### config.mk
export PLATFORM = sky130hd
export DESIGN_NAME = tt_proj_mux_ctrl_flat
export DESIGN_NICKNAME = d
export VERILOG_FILES = /design/src/rtl/tt_proj_mux_ctrl_if.sv /design/src/rtl/tt_proj_mux_ctrl.sv /design/src/flat_wrapper.sv
export SDC_FILE = /design/constraint.sdc
export NUM_CORES = 1
export LEC_CHECK = 0
export ABC_AREA = 0
export CAP_MARGIN = 20
export CORE_AREA = 8 8 175 177
export CTS_CLUSTER_DIAMETER = 200
export DETAILED_ROUTE_END_ITERATION = 12
export DIE_AREA = 0 0 183 185
export GPL_TIMING_DRIVEN = 0
export PLACE_DENSITY = 0.52
export SLEW_MARGIN = 30
export SYNTH_ARGS = -nofsm -noshare
export SYNTH_HDL_FRONTEND = slang
export SYNTH_SLANG_ARGS = --single-unit
### constraint.sdc
create_clock -name clk -period 5.8 [get_ports clk]
set_input_delay 1.74 -clock clk [delete_from_list [all_inputs] [get_ports clk]]
set_output_delay 1.74 -clock clk [all_outputs]
set_load 0.005 [all_outputs]
### src/rtl/tt_proj_mux_ctrl_if.sv
// Bundle between the project-select controller and its surroundings: select
// port, user I/O, and the broadcast/return buses to the project wrappers.
interface tt_proj_mux_ctrl_if #(
    parameter int unsigned N_PROJ = 16,
    parameter int unsigned ADDR_W = 4
);
    localparam int unsigned OW_W = 24;

    logic                     sel_shift;
    logic                     sel_data;
    logic                     sel_load;
    logic                     usr_clk;
    logic                     usr_rst_n;
    logic [7:0]               ui_in;
    logic [7:0]               uio_in;
    logic [17:0]              iw;
    logic [N_PROJ-1:0]        ena;
    logic [OW_W*N_PROJ-1:0]   ow_flat;
    logic [7:0]               uo_out;
    logic [7:0]               uio_out;
    logic [7:0]               uio_oe;
    logic [ADDR_W-1:0]        cur_addr;
    logic                     busy;

    modport master (
        output sel_shift, sel_data, sel_load, usr_clk, usr_rst_n, ui_in, uio_in, ow_flat,
        input  iw, ena, uo_out, uio_out, uio_oe, cur_addr, busy
    );

    modport slave (
        input  sel_shift, sel_data, sel_load, usr_clk, usr_rst_n, ui_in, uio_in, ow_flat,
        output iw, ena, uo_out, uio_out, uio_oe, cur_addr, busy
    );
endinterface

### src/rtl/tt_proj_mux_ctrl.sv
// Project-select controller: serial address load, guarded disable/reset/run
// switching of the one-hot ena vector, iw broadcast and registered ow return mux.
module tt_proj_mux_ctrl #(
    parameter int unsigned N_PROJ       = 16,
    parameter int unsigned ADDR_W       = 4,
    parameter int unsigned GUARD_CYCLES = 2,
    parameter int unsigned RST_CYCLES   = 4
) (
    input  logic                 clk,
    input  logic                 rst,
    tt_proj_mux_ctrl_if.slave    bus
);
    localparam int unsigned OW_W    = 24;
    localparam int unsigned CNT_MAX = (GUARD_CYCLES > RST_CYCLES) ? GUARD_CYCLES : RST_CYCLES;
    localparam int unsigned CNT_W   = (CNT_MAX > 2) ? $clog2(CNT_MAX) : 1;

    typedef enum logic [1:0] {
        ST_IDLE   = 2'd0,
        ST_GUARD  = 2'd1,
        ST_RESET  = 2'd2,
        ST_ACTIVE = 2'd3
    } state_t;

    state_t              state_q, state_d;
    logic [CNT_W-1:0]    cnt_q, cnt_d;
    logic [ADDR_W-1:0]   addr_q, addr_d;
    logic [ADDR_W-1:0]   sr_q;
    logic [N_PROJ-1:0]   ena_q, ena_d;
    logic                busy_q, busy_d;
    logic [OW_W-1:0]     out_q, out_d;
    logic [N_PROJ-1:0]   sel_onehot;
    logic [OW_W-1:0]     sel_ow;
    logic                in_range;
    logic                load_ok;
    logic                proj_on;
    logic [17:0]         iw_c;

    // Address decode; an out-of-range address leaves the one-hot vector empty
    always_comb begin
        sel_onehot = '0;
        sel_ow     = '0;
        for (int unsigned k = 0; k < N_PROJ; k++) begin
            if (addr_q == ADDR_W'(k)) begin
                sel_onehot[k] = 1'b1;
                sel_ow        = sel_ow | bus.ow_flat[OW_W*k +: OW_W];
            end
        end
        in_range = |sel_onehot;
    end

    // State register
    always_ff @(posedge clk) begin
        if (rst) begin
            state_q <= ST_IDLE;
            cnt_q   <= '0;
            addr_q  <= '0;
        end else begin
            state_q <= state_d;
            cnt_q   <= cnt_d;
            addr_q  <= addr_d;
        end
    end

    // Next-state logic; loads are only honoured outside a switch in progress
    always_comb begin
        state_d = state_q;
        cnt_d   = cnt_q;
        addr_d  = addr_q;
        load_ok = bus.sel_load && ((state_q == ST_IDLE) || (state_q == ST_ACTIVE));
        if (load_ok) begin
            addr_d  = sr_q;
            cnt_d   = CNT_W'(GUARD_CYCLES - 1);
            state_d = ST_GUARD;
        end else begin
            case (state_q)
                ST_GUARD: begin
                    if (cnt_q == '0) begin
                        if (in_range) begin
                            state_d = ST_RESET;
                            cnt_d   = CNT_W'(RST_CYCLES - 1);
                        end else begin
                            state_d = ST_IDLE;
                        end
                    end else begin
                        cnt_d = cnt_q - CNT_W'(1);
                    end
                end
                ST_RESET: begin
                    if (cnt_q == '0) begin
                        state_d = ST_ACTIVE;
                    end else begin
                        cnt_d = cnt_q - CNT_W'(1);
                    end
                end
                default: ;
            endcase
        end
    end

    // Output logic: next values of the registered outputs plus the iw broadcast
    always_comb begin
        proj_on = (state_q == ST_RESET) || (state_q == ST_ACTIVE);
        ena_d   = ((state_d == ST_RESET) || (state_d == ST_ACTIVE)) ? sel_onehot : '0;
        busy_d  = (state_d == ST_GUARD) || (state_d == ST_RESET);
        out_d   = proj_on ? sel_ow : '0;
        iw_c    = {bus.uio_in, bus.ui_in,
                   bus.usr_rst_n & (state_q == ST_ACTIVE),
                   bus.usr_clk & proj_on};
    end

    // Shift register and registered outputs
    always_ff @(posedge clk) begin
        if (rst) begin
            sr_q   <= '0;
            ena_q  <= '0;
            busy_q <= 1'b0;
            out_q  <= '0;
        end else begin
            if (bus.sel_shift) begin
                sr_q <= {sr_q[ADDR_W-2:0], bus.sel_data};
            end
            ena_q  <= ena_d;
            busy_q <= busy_d;
            out_q  <= out_d;
        end
    end

    assign bus.iw       = iw_c;
    assign bus.ena      = ena_q;
    assign bus.busy     = busy_q;
    assign bus.cur_addr = addr_q;
    assign bus.uo_out   = out_q[7:0];
    assign bus.uio_out  = out_q[15:8];
    assign bus.uio_oe   = out_q[23:16];

endmodule
### src/flat_wrapper.sv
// flat-port wrapper written by rule: the top's interface ports become plain ports
module tt_proj_mux_ctrl_flat 
#(
    parameter int unsigned N_PROJ       = 16,
    parameter int unsigned ADDR_W       = 4,
    parameter int unsigned GUARD_CYCLES = 2,
    parameter int unsigned RST_CYCLES   = 4
)
  (clk, rst, bus_sel_shift, bus_sel_data, bus_sel_load, bus_usr_clk, bus_usr_rst_n, bus_ui_in, bus_uio_in, bus_ow_flat, bus_iw, bus_ena, bus_uo_out, bus_uio_out, bus_uio_oe, bus_cur_addr, bus_busy);
  tt_proj_mux_ctrl_if #(.N_PROJ(N_PROJ), .ADDR_W(ADDR_W)) bus_i ();
  input  logic clk;
  input  logic rst;
  input wire logic [$bits(bus_i.sel_shift)-1:0] bus_sel_shift;
  input wire logic [$bits(bus_i.sel_data)-1:0] bus_sel_data;
  input wire logic [$bits(bus_i.sel_load)-1:0] bus_sel_load;
  input wire logic [$bits(bus_i.usr_clk)-1:0] bus_usr_clk;
  input wire logic [$bits(bus_i.usr_rst_n)-1:0] bus_usr_rst_n;
  input wire logic [$bits(bus_i.ui_in)-1:0] bus_ui_in;
  input wire logic [$bits(bus_i.uio_in)-1:0] bus_uio_in;
  input wire logic [$bits(bus_i.ow_flat)-1:0] bus_ow_flat;
  output wire logic [$bits(bus_i.iw)-1:0] bus_iw;
  output wire logic [$bits(bus_i.ena)-1:0] bus_ena;
  output wire logic [$bits(bus_i.uo_out)-1:0] bus_uo_out;
  output wire logic [$bits(bus_i.uio_out)-1:0] bus_uio_out;
  output wire logic [$bits(bus_i.uio_oe)-1:0] bus_uio_oe;
  output wire logic [$bits(bus_i.cur_addr)-1:0] bus_cur_addr;
  output wire logic [$bits(bus_i.busy)-1:0] bus_busy;
  assign bus_i.sel_shift = bus_sel_shift;
  assign bus_i.sel_data = bus_sel_data;
  assign bus_i.sel_load = bus_sel_load;
  assign bus_i.usr_clk = bus_usr_clk;
  assign bus_i.usr_rst_n = bus_usr_rst_n;
  assign bus_i.ui_in = bus_ui_in;
  assign bus_i.uio_in = bus_uio_in;
  assign bus_i.ow_flat = bus_ow_flat;
  assign bus_iw = bus_i.iw;
  assign bus_ena = bus_i.ena;
  assign bus_uo_out = bus_i.uo_out;
  assign bus_uio_out = bus_i.uio_out;
  assign bus_uio_oe = bus_i.uio_oe;
  assign bus_cur_addr = bus_i.cur_addr;
  assign bus_busy = bus_i.busy;
  tt_proj_mux_ctrl #(.N_PROJ(N_PROJ), .ADDR_W(ADDR_W), .GUARD_CYCLES(GUARD_CYCLES), .RST_CYCLES(RST_CYCLES)) u_core (.clk(clk), .rst(rst), .bus(bus_i));
endmodule
==> impl_metrics.ini <==
[synth]
synth_area_per_cell_um2 = 8.453
async_flop_share_pct = 0
yosysWarnings = 0
yosysTopAreaCell = dfxtp_1
yosysUniqueCellTypes = 40
netlist_area_um2 = 4742
synth-edff-count = 0
synth_area_leaders = dfxtp_1 22%, mux2i_1 21%, a22oi_1 15%, o22a_1 8.9%, o22ai_1 6.1%
synthCells = 561
ys_seq_area_share_pct = 22.37
synth-seq-cells = 53
synth-main-ff-cell = dfxtp_1
synth_top_area_share_pct = 22.37
synthesis.nets = 975

[detailed_routing]
initialDrtViolationCount = 354
first_pass_iters = 5
via_count = 6519
routed_wl_um = 35610
remaining_drc_errors = 0
routedWlPerCell_um = 25.33
final_antenna_net_count = 0
viasPerCell = 4.637

[cells_and_area]
fillers = 3033
finish.utilization_pct = 35.24
fin_cells = 1406
layout_commonest_cell = clkdlybuf4s50_1
final_cell_area_um2 = 9896
final_nets = 1434
drive_gt1_share_pct = 6.562
final_cell_mix = 452 x clkdlybuf4s50_1, 98 x mux2i_1, 94 x a22oi_1, 53 x dfxtp_1, 48 x o22a_1
area_growth_pct = 108.7

[global_routing]
grt_max_degree = 18
grt_usage_pct = 19.47
grt_pass1_vias = 6998
grt_pass1_wl_um = 48020
grt-ovfl-total = 0
antenna_found_initial = 1

[timing]
hold_violations = 0
clock_skew_ns = 0.008895
finalSetupViolations = 0
slew_violations = 0
fin_crit_sh_pct = 78.33
relSlewSlack_pct = 51.71
setup_tns_ns = 0
grt_setup_unrepaired = no
tightestPinTransition_ns = 0.7229
worst_slack_ns = 1.257
hold_ws_ns = 0.4674
fmax_mhz = 220.1
fin_crit_ns = 4.543

[clocking]
cts_tree = done
path_clk_slew_ns = 0.07
cts_hold_buf = 0
cts_post_setup_buffers_inserted = 0
cts_root_buffer = clkbuf_16
clock_path_buffers = 2
cts_made_buffers = 5
cts_sinks = 53
cts_max_level = 2
clock_latency_ns = 0.31
cts_resized = 0

[setup_path]
worstPathRequired_ns = 4.06
criticalPathCategory = input port to primary output
crit_buf_inv = 2
crit_chain = clkdlybuf4s50_1, and2_1, clkdlybuf4s50_1
cp_max_fo = 1
max_stage_delay_ns = 0.50
worstPathArrival_ns = 2.80
slowest_stage = clkdlybuf4s50_1
cp_top_family = buffers and inverters
crit_top_cell = clkdlybuf4s50_1
worstSetupEndpointType = primary output
start_kind = input port

[floorplanning]
die_x_um = 183
core_um2 = 28080
die-area_um2 = 33860
rows = 62
die_h_um = 185
ioPinCount = 470
start_util_pct = 16.89

[placed_design]
placed_area_um2 = 9747
place_congestion = 0.8707
pre_cts_ws_ns = 1.255
port-buffer-count = 452
dp_hpwl_um = 30570
dpl.cell_count = 1397

[pwr]
p_total_mw = 1.385
power_density_nw_per_um2 = 140.0
leakagePower_nw = 3.247
vdd_ir_drop_max_mv = 0.1105

[run]
cap_viol_max_count = 0

[outcome]
status = completed

[min_path]
hp-class = register to register
## metal layers
| metal | GRT usage, % | share of wire, % | vias up |
|---|---|---|---|
| li1 | - | - | 3117 |
| met1 | 21.44 | 39 | 3037 |
| met2 | 35.96 | 51 | 336 |
| met3 | 5.826 | 8.1 | 29 |
| met4 | 4.945 | 1.9 | 0 |
| met5 | 0 | 0 | - |
## worst register-to-register path, cell delays in order (launching register included)
cell and delay (ns):
dfxtp_1 0.38, inv_1 0.10, ha_1 0.28, clkbuf_1 0.34, nand2_1 0.22, o211a_1 0.22, inv_1 0.07, ha_1 0.13
nor2_1 0.05, nor2_1 0.23, nand2_1 0.16, nor3_1 0.20
## synth_stat cells, types with 3 or more instances
cell and instances:
a21oi_1 4, nand3b_1 3, a22oi_1 94, o22a_1 48, nor2b_1 5, dfxtp_1 53
nand3_1 6, clkbuf_1 23, buf_4 21, buf_2 23, ha_1 7, nor3_1 11
o22ai_1 46, nand2_1 12, mux2i_1 98, inv_1 9, buf_6 9, mux2_2 3
nor2_1 39, a31oi_1 24
## final timing paths
path                     startpoint                endpoint  slack [ns]  depth (start not counted)
setup reg to reg  u_core.state_q[0]       u_core.bus.ena[7]        3.34                         11
hold / removal       u_core.sr_q[3]  u_core.bus.cur_addr[3]        0.47                          2
setup / recovery      bus_usr_rst_n               bus_iw[1]        1.26                          3
hold reg to reg      u_core.sr_q[3]  u_core.bus.cur_addr[3]        0.47                          2
## final cells by class
type	count	area, um2	share of cell area, %
diodes	1	2.502	0.02529
well taps	384	480.5	4.855
flip-flops and latches	53	1061	10.72
multi-input cells	422	3182	32.15
clock buffers	5	125.1	1.264
plain buffers	77	465.4	4.703
inverters	9	33.78	0.3414
repair buffers	452	4524	45.72
clock inverters	3	21.27	0.2149
## registers in the layout, summed over array words and instances (netlist names)
signal and cells:
u_core.cnt_q 2, u_core.state_q 2, u_core.bus.cur_addr 4, u_core.out_q 24
u_core.sr_q 4, u_core.bus.ena 16, u_core.bus.busy 1
## logic make-up after synthesis
logic type | count (synthesis) | share of synthesized area, %
DFF | 53 | 22.37
muxes | 101 | 21.40
AOI/OAI and AO/OA | 227 | 35.33
and+or+nand+nor | 87 | 8.523
adders and majority gates | 7 | 1.847
buffers and inverters | 86 | 10.53
## where the power goes
group / internal (mW) / switching, mW
Sequential: 0.396 / 0.0162
Clock: 0.161 / 0.151
Combinational: 0.406 / 0.254
No activity file was read; power rests on OpenSTA's default activity.
